<file path="src/rtl/spad_mac_sequencer_if.sv">
// Bundle between the MAC sequencer, its two read-only scratchpads and the
// psum path. "slave" is the sequencer's view; "master" is the surrounding
// PE datapath (start/config source, spad read ports, psum consumer).
interface spad_mac_sequencer_if #(
  parameter int DATA_BITWIDTH    = 16,
  parameter int ADDRESS_BITWIDTH = 9,
  parameter int LEN_BITWIDTH     = 9,
  parameter int ACC_BITWIDTH     = 40
);
  // run control
  logic                        start;
  logic [ADDRESS_BITWIDTH-1:0] ifmap_base;
  logic [ADDRESS_BITWIDTH-1:0] wght_base;
  logic [LEN_BITWIDTH-1:0]     kernel_len;
  logic [ACC_BITWIDTH-1:0]     psum_init;
  logic                        busy;
  // ifmap scratchpad read port
  logic                        ifmap_rd_req;
  logic [ADDRESS_BITWIDTH-1:0] ifmap_rd_addr;
  logic [DATA_BITWIDTH-1:0]    ifmap_rd_data;
  // weight scratchpad read port
  logic                        wght_rd_req;
  logic [ADDRESS_BITWIDTH-1:0] wght_rd_addr;
  logic [DATA_BITWIDTH-1:0]    wght_rd_data;
  // psum output handshake
  logic [ACC_BITWIDTH-1:0]     psum_out;
  logic                        psum_valid;
  logic                        psum_ready;

  modport slave (
    input  start, ifmap_base, wght_base, kernel_len, psum_init,
    input  ifmap_rd_data, wght_rd_data, psum_ready,
    output busy, ifmap_rd_req, ifmap_rd_addr, wght_rd_req, wght_rd_addr,
    output psum_out, psum_valid
  );

  modport master (
    output start, ifmap_base, wght_base, kernel_len, psum_init,
    output ifmap_rd_data, wght_rd_data, psum_ready,
    input  busy, ifmap_rd_req, ifmap_rd_addr, wght_rd_req, wght_rd_addr,
    input  psum_out, psum_valid
  );
endinterface

</file>
<file path="src/rtl/spad_mac_sequencer.sv">
// Streams one kernel row out of the ifmap and weight scratchpads with paired
// reads, multiply-accumulates the returned words onto an initial psum and
// hands the result to the psum path over a valid/ready handshake.
module spad_mac_sequencer #(
  parameter int DATA_BITWIDTH    = 16,
  parameter int ADDRESS_BITWIDTH = 9,
  parameter int LEN_BITWIDTH     = 9,
  parameter int ACC_BITWIDTH     = 40
) (
  input  logic                  clk,
  input  logic                  reset,
  spad_mac_sequencer_if.slave   mac_if
);

  localparam int PROD_BITWIDTH = 2 * DATA_BITWIDTH;

  typedef enum logic [1:0] {
    IDLE,
    FETCH,
    DRAIN,
    OUT
  } state_e;

  state_e                      state_q,      state_d;
  logic [ADDRESS_BITWIDTH-1:0] ifmap_base_q, ifmap_base_d;
  logic [ADDRESS_BITWIDTH-1:0] wght_base_q,  wght_base_d;
  logic [LEN_BITWIDTH-1:0]     len_q,        len_d;
  logic [LEN_BITWIDTH-1:0]     idx_q,        idx_d;
  logic [ACC_BITWIDTH-1:0]     acc_q,        acc_d;
  // Spad data is valid one cycle after the request, so the request is
  // delayed by one cycle to mark which returned words are real.
  logic                        take_q,       take_d;

  logic                        fetch;
  logic signed [PROD_BITWIDTH-1:0] product;
  logic [ACC_BITWIDTH-1:0]     product_ext;

  assign fetch       = (state_q == FETCH);
  assign product     = $signed(mac_if.ifmap_rd_data) * $signed(mac_if.wght_rd_data);
  assign product_ext = {{(ACC_BITWIDTH-PROD_BITWIDTH){product[PROD_BITWIDTH-1]}}, product};

  // Both spads are always read together; addresses wrap at the spad size.
  assign mac_if.ifmap_rd_req  = fetch;
  assign mac_if.wght_rd_req   = fetch;
  assign mac_if.ifmap_rd_addr = ifmap_base_q + ADDRESS_BITWIDTH'(idx_q);
  assign mac_if.wght_rd_addr  = wght_base_q  + ADDRESS_BITWIDTH'(idx_q);
  assign mac_if.busy          = (state_q != IDLE);
  assign mac_if.psum_valid    = (state_q == OUT);
  assign mac_if.psum_out      = acc_q;

  // Next-state, datapath and run-parameter capture.
  always_comb begin
    // NOTE: every variable gets a default before any branch so that no path
    // leaves it unassigned, which would otherwise infer a latch.
    state_d      = state_q;
    ifmap_base_d = ifmap_base_q;
    wght_base_d  = wght_base_q;
    len_d        = len_q;
    idx_d        = idx_q;
    take_d       = fetch;
    acc_d        = acc_q;

    // Only words returned for an actual request are accumulated; filler
    // driven by an idle spad is ignored.
    if (take_q) begin
      acc_d = acc_q + product_ext;
    end

    unique case (state_q)
      IDLE: begin
        if (mac_if.start) begin
          ifmap_base_d = mac_if.ifmap_base;
          wght_base_d  = mac_if.wght_base;
          len_d        = mac_if.kernel_len;
          idx_d        = '0;
          acc_d        = mac_if.psum_init;
          state_d      = (mac_if.kernel_len == '0) ? OUT : FETCH;
        end
      end
      FETCH: begin
        if (idx_q == len_q - LEN_BITWIDTH'(1)) begin
          state_d = DRAIN;
        end else begin
          idx_d = idx_q + LEN_BITWIDTH'(1);
        end
      end
      // The final product arrives during this cycle.
      DRAIN: begin
        state_d = OUT;
      end
      OUT: begin
        if (mac_if.psum_ready) begin
          state_d = IDLE;
        end
      end
      default: begin
        state_d = IDLE;
      end
    endcase
  end

  // State register; reset aborts any run in flight without emitting a psum.
  always_ff @(posedge clk) begin
    // NOTE: sequential state uses non-blocking assignments so every register
    // samples the pre-edge values, independent of statement order.
    if (reset) begin
      state_q      <= IDLE;
      ifmap_base_q <= '0;
      wght_base_q  <= '0;
      len_q        <= '0;
      idx_q        <= '0;
      acc_q        <= '0;
      take_q       <= 1'b0;
    end else begin
      state_q      <= state_d;
      ifmap_base_q <= ifmap_base_d;
      wght_base_q  <= wght_base_d;
      len_q        <= len_d;
      idx_q        <= idx_d;
      acc_q        <= acc_d;
      take_q       <= take_d;
    end
  end

endmodule

</file>
<file path="src/flat_wrapper.sv">
// flat-port wrapper written by rule: the top's interface ports become plain ports
module spad_mac_sequencer_flat 
#(
  parameter int DATA_BITWIDTH    = 16,
  parameter int ADDRESS_BITWIDTH = 9,
  parameter int LEN_BITWIDTH     = 9,
  parameter int ACC_BITWIDTH     = 40
)
  (clk, reset, mac_if_start, mac_if_ifmap_base, mac_if_wght_base, mac_if_kernel_len, mac_if_psum_init, mac_if_ifmap_rd_data, mac_if_wght_rd_data, mac_if_psum_ready, mac_if_busy, mac_if_ifmap_rd_req, mac_if_ifmap_rd_addr, mac_if_wght_rd_req, mac_if_wght_rd_addr, mac_if_psum_out, mac_if_psum_valid);
  spad_mac_sequencer_if #(.DATA_BITWIDTH(DATA_BITWIDTH), .ADDRESS_BITWIDTH(ADDRESS_BITWIDTH), .LEN_BITWIDTH(LEN_BITWIDTH), .ACC_BITWIDTH(ACC_BITWIDTH)) mac_if_i ();
  input  logic clk;
  input  logic reset;
  input wire logic [$bits(mac_if_i.start)-1:0] mac_if_start;
  input wire logic [$bits(mac_if_i.ifmap_base)-1:0] mac_if_ifmap_base;
  input wire logic [$bits(mac_if_i.wght_base)-1:0] mac_if_wght_base;
  input wire logic [$bits(mac_if_i.kernel_len)-1:0] mac_if_kernel_len;
  input wire logic [$bits(mac_if_i.psum_init)-1:0] mac_if_psum_init;
  input wire logic [$bits(mac_if_i.ifmap_rd_data)-1:0] mac_if_ifmap_rd_data;
  input wire logic [$bits(mac_if_i.wght_rd_data)-1:0] mac_if_wght_rd_data;
  input wire logic [$bits(mac_if_i.psum_ready)-1:0] mac_if_psum_ready;
  output wire logic [$bits(mac_if_i.busy)-1:0] mac_if_busy;
  output wire logic [$bits(mac_if_i.ifmap_rd_req)-1:0] mac_if_ifmap_rd_req;
  output wire logic [$bits(mac_if_i.ifmap_rd_addr)-1:0] mac_if_ifmap_rd_addr;
  output wire logic [$bits(mac_if_i.wght_rd_req)-1:0] mac_if_wght_rd_req;
  output wire logic [$bits(mac_if_i.wght_rd_addr)-1:0] mac_if_wght_rd_addr;
  output wire logic [$bits(mac_if_i.psum_out)-1:0] mac_if_psum_out;
  output wire logic [$bits(mac_if_i.psum_valid)-1:0] mac_if_psum_valid;
  assign mac_if_i.start = mac_if_start;
  assign mac_if_i.ifmap_base = mac_if_ifmap_base;
  assign mac_if_i.wght_base = mac_if_wght_base;
  assign mac_if_i.kernel_len = mac_if_kernel_len;
  assign mac_if_i.psum_init = mac_if_psum_init;
  assign mac_if_i.ifmap_rd_data = mac_if_ifmap_rd_data;
  assign mac_if_i.wght_rd_data = mac_if_wght_rd_data;
  assign mac_if_i.psum_ready = mac_if_psum_ready;
  assign mac_if_busy = mac_if_i.busy;
  assign mac_if_ifmap_rd_req = mac_if_i.ifmap_rd_req;
  assign mac_if_ifmap_rd_addr = mac_if_i.ifmap_rd_addr;
  assign mac_if_wght_rd_req = mac_if_i.wght_rd_req;
  assign mac_if_wght_rd_addr = mac_if_i.wght_rd_addr;
  assign mac_if_psum_out = mac_if_i.psum_out;
  assign mac_if_psum_valid = mac_if_i.psum_valid;
  spad_mac_sequencer #(.DATA_BITWIDTH(DATA_BITWIDTH), .ADDRESS_BITWIDTH(ADDRESS_BITWIDTH), .LEN_BITWIDTH(LEN_BITWIDTH), .ACC_BITWIDTH(ACC_BITWIDTH)) u_core (.clk(clk), .reset(reset), .mac_if(mac_if_i));
endmodule
</file>
<file path="config.mk">
export PLATFORM = sky130hd
export DESIGN_NAME = spad_mac_sequencer_flat
export DESIGN_NICKNAME = d
export VERILOG_FILES = /design/src/rtl/spad_mac_sequencer_if.sv /design/src/rtl/spad_mac_sequencer.sv /design/src/flat_wrapper.sv
export SDC_FILE = /design/constraint.sdc
export NUM_CORES = 1
export LEC_CHECK = 0
export BUFFER_PORTS_ARGS = -buffer_cell sky130_fd_sc_hd__buf_4
export CAP_MARGIN = 0
export CORE_ASPECT_RATIO = 0.7
export CORE_MARGIN = 2
export CORE_UTILIZATION = 40
export DETAILED_ROUTE_END_ITERATION = 8
export SLEW_MARGIN = 20
export SYNTH_ARGS = -nofsm -noshare
export SYNTH_HDL_FRONTEND = slang
export SYNTH_SLANG_ARGS = --single-unit
</file>
<file path="constraint.sdc">
create_clock -name clk -period 14.9 [get_ports clk]
set_input_delay 0 -clock clk [delete_from_list [all_inputs] [get_ports clk]]
set_output_delay 0 -clock clk [all_outputs]
set_load 0.02 [all_outputs]
</file>
Word level (Yosys, flattened, before mapping) --
Index checks and enable logic that the tools add are counted. W data, S select, Z words.
Cells by class: add/sub/neg operators 5, multiply operators 1, eq/ne operators 8, multiplexer cells 11, reductions and logical operators 7
Operators by type and width (number):
- $mux W40 | 3
- $add A40 B40 Y40 | 1
- $mul A16 B16 Y32 | 1
- $add A9 B9 Y9 | 2
- $mux W9 | 2
- $pmux W9 S2 | 1
- $add A9 B1 Y9 const B | 1
- $eq A9 B9 Y1 | 1
- $logic_not A9 Y1 | 1
- $sub A9 B1 Y9 const B | 1
- $mux W2 | 4
- $pmux W2 S4 | 1
- $ne A2 B2 Y1 const B | 3
- $reduce_and A3 Y1 | 2
- $eq A2 B2 Y1 const B | 2
- $reduce_bool A2 Y1 | 2
- $eq A2 B1 Y1 const B | 1
- $logic_not A2 Y1 | 1
- $ne A2 B1 Y1 const B | 1
- $reduce_and A2 Y1 | 1
Storage, ports and cells: bits in registers 79, bits of input ports 103, output and inout bits 62

Depth between registers and ports, before layout --
Gate-level depths: netlist of the first run.
depth after elaboration 5, mapped depth 36, depth with buffers taken out 34

Least setup slack after synthesis of the first run --
OpenSTA, ideal clock, no wires.
path type input port to flip-flop, from input mac_if_wght_rd_data[1], to register u_core.acc_q[38], in the netlist u_core.mac_if.psum_out[38], data arrival time 7.577 ns, path slack 7.232 ns, cell stages on the path 34, buffers on the path 2, path through clkbuf_1 -> nand2_1 -> inv_1 -> fa_1 -> fa_1 -> fa_1 -> fa_1 -> fa_1 -> inv_1 -> fa_1 -> inv_1 -> ha_1 -> and4_1 -> and3_1 -> clkbuf_2 -> nand2_1 -> nand2_1 -> a31oi_1 -> nor2_1 -> or3_1 -> a21oi_1 -> o21ba_2 -> xnor2_1 -> ha_1 -> o21a_1 -> o21ai_0 -> nand2_1 -> a211oi_1 -> a31oi_1 -> a21o_1 -> a21o_1 -> a311o_1 -> xnor2_1 -> a311oi_1
On the way: cells in the longest elaborated chain, start to end 5
Ends and longest elaborated chain:
- from (decl) | line flat_wrapper.sv:19 | input wire logic [$bits(mac_if_i.wght_rd_data)-1:0] mac_if_wght_rd_data;
- $mul A16 B16 Y32 * | line spad_mac_sequencer.sv:39 | assign product = $signed(mac_if.ifmap_rd_data) * $signed(mac_if.wght_rd_data);
- $add A40 B40 Y40 * | line spad_mac_sequencer.sv:66 | acc_d = acc_q + product_ext;
- $mux W40 * | line spad_mac_sequencer.sv:65 | if (take_q) begin
- $mux W40 | line spad_mac_sequencer.sv:71 | if (mac_if.start) begin
- $mux W40 * | line spad_mac_sequencer.sv:69 | unique case (state_q)
- to (signal assigned) | line spad_mac_sequencer.sv:112 | acc_q <= '0;
- to (signal assigned) | line spad_mac_sequencer.sv:120 | acc_q <= acc_d;
- to (decl) | line spad_mac_sequencer.sv:29 | logic [ACC_BITWIDTH-1:0] acc_q, acc_d;
Mark *: on every way between the ends. The rest lies on a longest branch, timed or not. A chain may end at the register's enable or synchronous reset.

Final worst setup path of the first run --
from input mac_if_wght_rd_data[1], to register u_core.acc_q[37], in the netlist u_core.mac_if.psum_out[37]
The elaborated chain is that of the path after synthesis.

==> run_results.csv, run 1 <==
group,metric,value,unit
logic_synthesis,syn_area,0.01594,mm²
worst_setup_path,startpoint_type,"input port",
worst_setup_path,cp_slowest_cell,"fa_1",
clock_network,clkTransAtPathRegs,0.06,ns
floorplan,die_x,242.6,µm
floorplan,dieArea,0.04148,mm²
timing,relSlewSlack,34.78,%
logic_synthesis,synth_edf_count,0,
clock_network,root_buffer,"clkbuf_16",
timing,hold_ws,0.005472,ns
worst_setup_path,max_stage_delay,0.75,ns
logic_synthesis,synth_nets,2375,
grt,grt_pass1_wl,68.83,mm
logic_synthesis,synth_cell_type_count,76,
clock_network,clk_latency,0.35,ns
drt,drc,0,
place,placedCellCount,2493,
clock_network,post_cts_buffers,0,
logic_synthesis,ys_ff_latch,79,
clock_network,cts_buffers,9,
timing,fin_crit_sh,54.49,%
drt,ant_nets,0,
finish,fill_cells,3854,
logic_synthesis,synth_async_sr_flop_share,0,%
grt,grt_pass1_vias,13455,
run,drv_cap,0,
drt,wl_per_cell,16.27,µm
finish,final-instance-count-excl-fill,2568,
worst_setup_path,crit_top_cell,"fa_1",
drt,drt_iter0_drc,712,
clock_network,h-tree-depth,3,
floorplan,pin_count,165,
clock_network,clockBufferDepth,2,
timing,worst_pin_slew,0.9783,ns
timing,period_minus_slack,8.119,ns
clock_network,cts_sinks,79,
worst_setup_path,required,15.19,ns
worst_setup_path,cp-end-kind,"flop",
worst_setup_path,crit_fanout,16,
clock_network,cts_resized,0,
floorplan,die_h,171.0,µm
logic_synthesis,ys.flop_type,"dfxtp_1",
worst_setup_path,crit_buf_inv,4,
floorplan,initial_core_util,40.38,%
timing,max_freq,0.1232,GHz
clock_network,cts_tree,"built",
timing,hold_violations,0,
worst_setup_path,worst_ep_arrival_time,8.41,ns
clock_network,hold_buffers,58,
timing,report.final.slew_viol_count,0,
place,dp.final_hpwl,33.91,mm
status,status,"complete, no violations",
finish,nets,2540,
drt,vias,13080,
timing,setup_violations,0,
logic_synthesis,syn_inst,1862,
finish,syn_to_final_growth,16.07,%
logic_synthesis,ys_seq_area_share,9.925,%
grt,track_usage,20.63,%
drt,first_pass_iters,5,
worst_setup_path,path_class,"input port to flop",
floorplan,coreArea,0.03946,mm²
floorplan,std_cell_rows,61,
place,globalplace.congestion,0.8765,
drt,viasPerCell,5.093,
timing,tns,0,ns
logic_synthesis,synth_top_cell_by_area,"fa_1",
grt,grt_antenna_before_repair,0,
timing,rsz0062_at_grt,"no",
logic_synthesis,syn_area_per_cell,8.558,µm²
drt,wl,41.79,mm
logic_synthesis,synthTopCellsByArea,"fa_1 33%, ha_1 11%, dfxtp_1 9.9%",
logic_synthesis,synth_top_area_share,33.29,%
logic_synthesis,ys_warn_count,0,
finish,drive_above_1_share,10.48,%
min_path,hp-class,"input port to flop",
grt,grt_max_degree,87,
timing,skew,0.01099,ns
worst_setup_path,path_delay_family,"adder cells",
grt,gr-total-overflow,0,
place,portBuffers,164,
## kinds of logic after synthesis
| family | after synthesis | synth area share [%] |
|---|---|---|
| simple gates | 544 | 16.28 |
| compound gates | 322 | 13.49 |
| xor+xnor | 95 | 5.221 |
| fa+ha+maj | 410 | 44.68 |
| buf+inv | 397 | 9.430 |
| mux | 15 | 0.9736 |
| flops | 79 | 9.925 |
## flip-flops by register name, summed over array words and instances (netlist names)
register                count
u_core.idx_q                9
u_core.ifmap_base_q         9
u_core.len_q                9
u_core.mac_if.psum_out     40
u_core.state_q              2
u_core.take_q               1
u_core.wght_base_q          9
## cell usage in the layout (no fill, tap or decap), types with 5 or more instances in the layout
master	Yosys	final
o21a_1	12	12
or3_1	8	8
o21ai_0	38	38
o21bai_1	12	12
fa_1	265	265
dfxtp_1	79	78
clkbuf_16	0	9
nand2_1	217	216
inv_1	325	325
a31oi_1	10	10
nand3_1	10	10
nand2b_1	13	13
buf_4	2	167
xnor2_1	65	65
and3_1	8	8
a21o_1	25	25
or2_2	5	5
xor2_1	30	30
and2_1	129	128
a211oi_1	48	48
a21oi_1	117	117
nor2b_1	7	7
nand4_1	12	12
nor2_1	105	105
dlygate4sd3_1	0	58
ha_1	145	145
o21ai_1	9	9
mux2i_1	14	14
nor3_1	12	12
## tightest hold or removal path: stages
cell and delay (ns):
buf_4 0.11, nor2_1 0.12, a211oi_1 0.06
## metal layers
| metal | vias to the layer above | track usage (%) | share of wire (%) |
|---|---|---|---|
| li1 | 6255 | - | - |
| met1 | 6488 | 29.39 | 47 |
| met2 | 297 | 33.70 | 46 |
| met3 | 40 | 2.965 | 5.4 |
| met4 | 0 | 3.704 | 1.4 |
| met5 | - | 0 | 0 |
## worst paths after layout
kind,from,endpoint,slack (ns),cells after the start
max,mac_if_wght_rd_data[1],u_core.mac_if.psum_out[37],6.78,32
min,mac_if_psum_init[31],u_core.mac_if.psum_out[31],0.005,3
max reg2reg,u_core.mac_if.psum_out[0],u_core.mac_if.psum_out[38],11.34,12
min reg2reg,u_core.ifmap_base_q[6],u_core.ifmap_base_q[6],0.46,2
## layout make-up
type	instances	area, µm²	area share [%]
diodes	1	2.502	0.01353
clock buffers	11	242.7	1.312
well taps	535	669.4	3.619
flip-flops and latches	79	1583	8.557
clock inverters	5	81.33	0.4397
inverters	326	1224	6.616
multi-input cells	1386	12860	69.53
repair buffers	225	1834	9.917
## metrics by stage
stage / setup slack [ns] / area (µm²) / utilization (%)
global placement: 6.636 / 17590 / 44.58
CTS: 6.797 / 18490 / 46.87
global route: 6.146 / 18490 / 46.87
finish: 6.781 / 18500 / 46.88
detailed placement: 6.477 / 17590 / 44.58
floorplan: 7.232 / 15940 / -
## Yosys cell counts, types with 3 or more instances
library cell / n
or2_2: 5
nand3_1: 10
o21bai_1: 12
a211oi_2: 4
o21ba_2: 3
nand2_1: 217
a31oi_1: 10
nor3b_1: 3
a21oi_1: 117
dfxtp_1: 79
and3_1: 8
nand4_1: 12
o21ai_0: 38
o21a_1: 12
a211oi_1: 48
ha_1: 145
nor2b_1: 7
a211o_1: 3
nor3_1: 12
clkbuf_1: 62
or3_1: 8
clkbuf_2: 3
nand2b_1: 13
a311oi_1: 3
o2111ai_1: 4
buf_1: 3
and2_1: 129
xor2_1: 30
nor2_1: 105
o21ai_1: 9
inv_1: 325
fa_1: 265
xnor2_1: 65
nor4_1: 4
mux2i_1: 14
a21o_1: 25
Power of run 1 is not shown: default switching activity piles up to over one toggle a cycle in this logic, so the estimate is an artifact.
==> run 2, diff against run 1 <==
==> constraint.sdc (replaced) <==
create_clock -name clk -period 7.65 [get_ports clk]
set_input_delay 0 -clock clk [delete_from_list [all_inputs] [get_ports clk]]
set_output_delay 0 -clock clk [all_outputs]
set_load 0.02 [all_outputs]
==> run 2 against run 1 <==
- sequential share of layout area shrank 0.67 points
- non-clock buffer count grew 157
- register-to-register slack lost 7.2 ns
- worst hold slack gained 0.015 ns
- critical path depth grew 2
- critical endpoint unchanged
==> run_results.csv, run 2 (synthesis results as in run 1) <==
group,metric,value,unit
finish,drive_above_1_share,19.42,%
clock_network,root_buffer,"clkbuf_16",
worst_setup_path,crit_buf_inv,7,
worst_setup_path,path_delay_family,"adder cells",
timing,worst_pin_slew,1.026,ns
timing,tns,0,ns
timing,hold_violations,0,
drt,vias,13719,
floorplan,std_cell_rows,61,
finish,mostFrequentLayoutCells,"320 x inv_1, 301 x buf_4, 259 x fa_1, 212 x nand2_1, 138 x ha_1",
grt,grt_pass1_vias,13704,
grt,grt_pass1_wl,70.30,mm
drt,wl,42.88,mm
min_path,hp-class,"input port to flop",
worst_setup_path,cp_slowest_cell,"fa_1",
place,globalplace.congestion,0.8894,
clock_network,cts_buffers,9,
finish,largest_reg_flops,40,
drt,drt_iter0_drc,710,
drt,drc,0,
clock_network,cts_tree,"built",
floorplan,dieArea,0.04148,mm²
timing,relSlewSlack,31.60,%
timing,period_minus_slack,7.420,ns
status,status,"complete, no violations",
timing,rsz0062_at_grt,"yes",
clock_network,h-tree-depth,3,
floorplan,die_h,171.0,µm
floorplan,die_x,242.6,µm
grt,gr-total-overflow,0,
place,portBuffers,164,
run,drv_cap,0,
floorplan,coreArea,0.03946,mm²
clock_network,clockBufferDepth,2,
worst_setup_path,worstRegToRegCells,12,
worst_setup_path,crit_fanout,8,
worst_setup_path,crit_start,"mac_if_ifmap_rd_data[5]",
grt,grt_max_degree,72,
drt,ant_nets,0,
worst_setup_path,path_class,"input port to flop",
worst_setup_path,r2r_start,"u_core.mac_if.psum_out[0]",
finish,final_common_cell,"inv_1",
min_path,holdPathStages,3,
drt,viasPerCell,5.038,
place,dp.final_hpwl,35.65,mm
finish,nets,2697,
worst_setup_path,required,7.94,ns
worst_setup_path,worst_ep_arrival_time,7.71,ns
drt,wl_per_cell,15.75,µm
clock_network,clk_latency,0.35,ns
floorplan,pin_count,165,
timing,max_freq,0.1348,GHz
grt,grt_antenna_before_repair,0,
floorplan,initial_core_util,40.38,%
clock_network,cts_sinks,79,
min_path,holdCritStartpoint,"mac_if_psum_init[11]",
timing,fin_crit_sh,97.00,%
finish,antenna_cells,0,
timing,skew,0.009874,ns
finish,syn_to_final_growth,25.86,%
drt,first_pass_iters,5,
grt,track_usage,21.03,%
clock_network,clkTransAtPathRegs,0.06,ns
worst_setup_path,cp-end-kind,"flop",
worst_setup_path,startpoint_type,"input port",
worst_setup_path,max_stage_delay,0.58,ns
worst_setup_path,crit_top_cell,"fa_1",
timing,setup_violations,0,
worst_setup_path,cp.depth,34,
timing,report.final.slew_viol_count,0,
-- run 2: changes by cell type in the layout (fill, tap and decap cells not counted), sizes merged --
cell | previous run | this run
dlygate4sd3 | 58 | 62
clkinvlp | 1 | 0
buf | 167 | 320
clkbuf | 11 | 12
bufinv | 2 | 1
diode | 1 | 0
-- run 2: worst reg2reg max path, cell delays in order (launching register included) --
cell	delay, ns
dfxtp_1	0.33
ha_1	0.26
fa_1	0.45
a211oi_2	0.28
o21ai_1	0.15
a2111o_1	0.50
nand4_1	0.21
a21oi_1	0.12
o221ai_2	0.20
mux2i_1	0.27
xor2_1	0.22
mux2i_1	0.13
a211oi_1	0.26
-- run 2: through the flow --
stage	instances	area (µm²)	util [%]	worst slack (ns)	hold WS, ns
final	2723	20060	50.83	0.2295	0.02060
after global routing	2723	20060	50.83	-0.08663	0.02803
after CTS	2711	19590	49.63	0.005808	0.003554
after detailed placement	2634	18660	47.30	-0.5181	0.2381
after global placement	2634	18660	47.30	-0.4808	0.2318
after floorplan	1862	15940	-	0.03638	0.1360
-- run 2: layout make-up --
type,count,area (µm²)
multi-input cells,1386,13160
flip-flops and latches,79,1583
clock buffers,12,246.5
fillers,3765,19400
clock inverters,3,43.79
inverters,326,1224
repair buffers,382,3127
well taps,535,669.4
-- run 2: layer usage --
metal | vias to the layer above | part of all wire, % | GRT usage (%)
li1 | 6578 | - | -
met1 | 6804 | 49 | 31.79
met2 | 301 | 45 | 32.55
met3 | 36 | 4.7 | 2.494
met4 | 0 | 1.2 | 3.516
met5 | - | 0 | 0
-- run 2: timing repair --
item                       4_1_cts  5_1_grt
resized for setup                3       93
pin swaps                        0       53
setup endpoints to repair        6       12
setup buffers                    0       13
hold buffers                    62        0
hold endpoints to repair        62        0
-- run 2: final timing paths --
path	endpoint	slack, ns
worst min-delay path	u_core.mac_if.psum_out[11]	0.02
worst max register to register	u_core.mac_if.psum_out[26]	4.17
worst max-delay path	u_core.mac_if.psum_out[37]	0.23
worst min register to register	u_core.wght_base_q[0]	0.46
Power of run 2 is left out for the same reason.
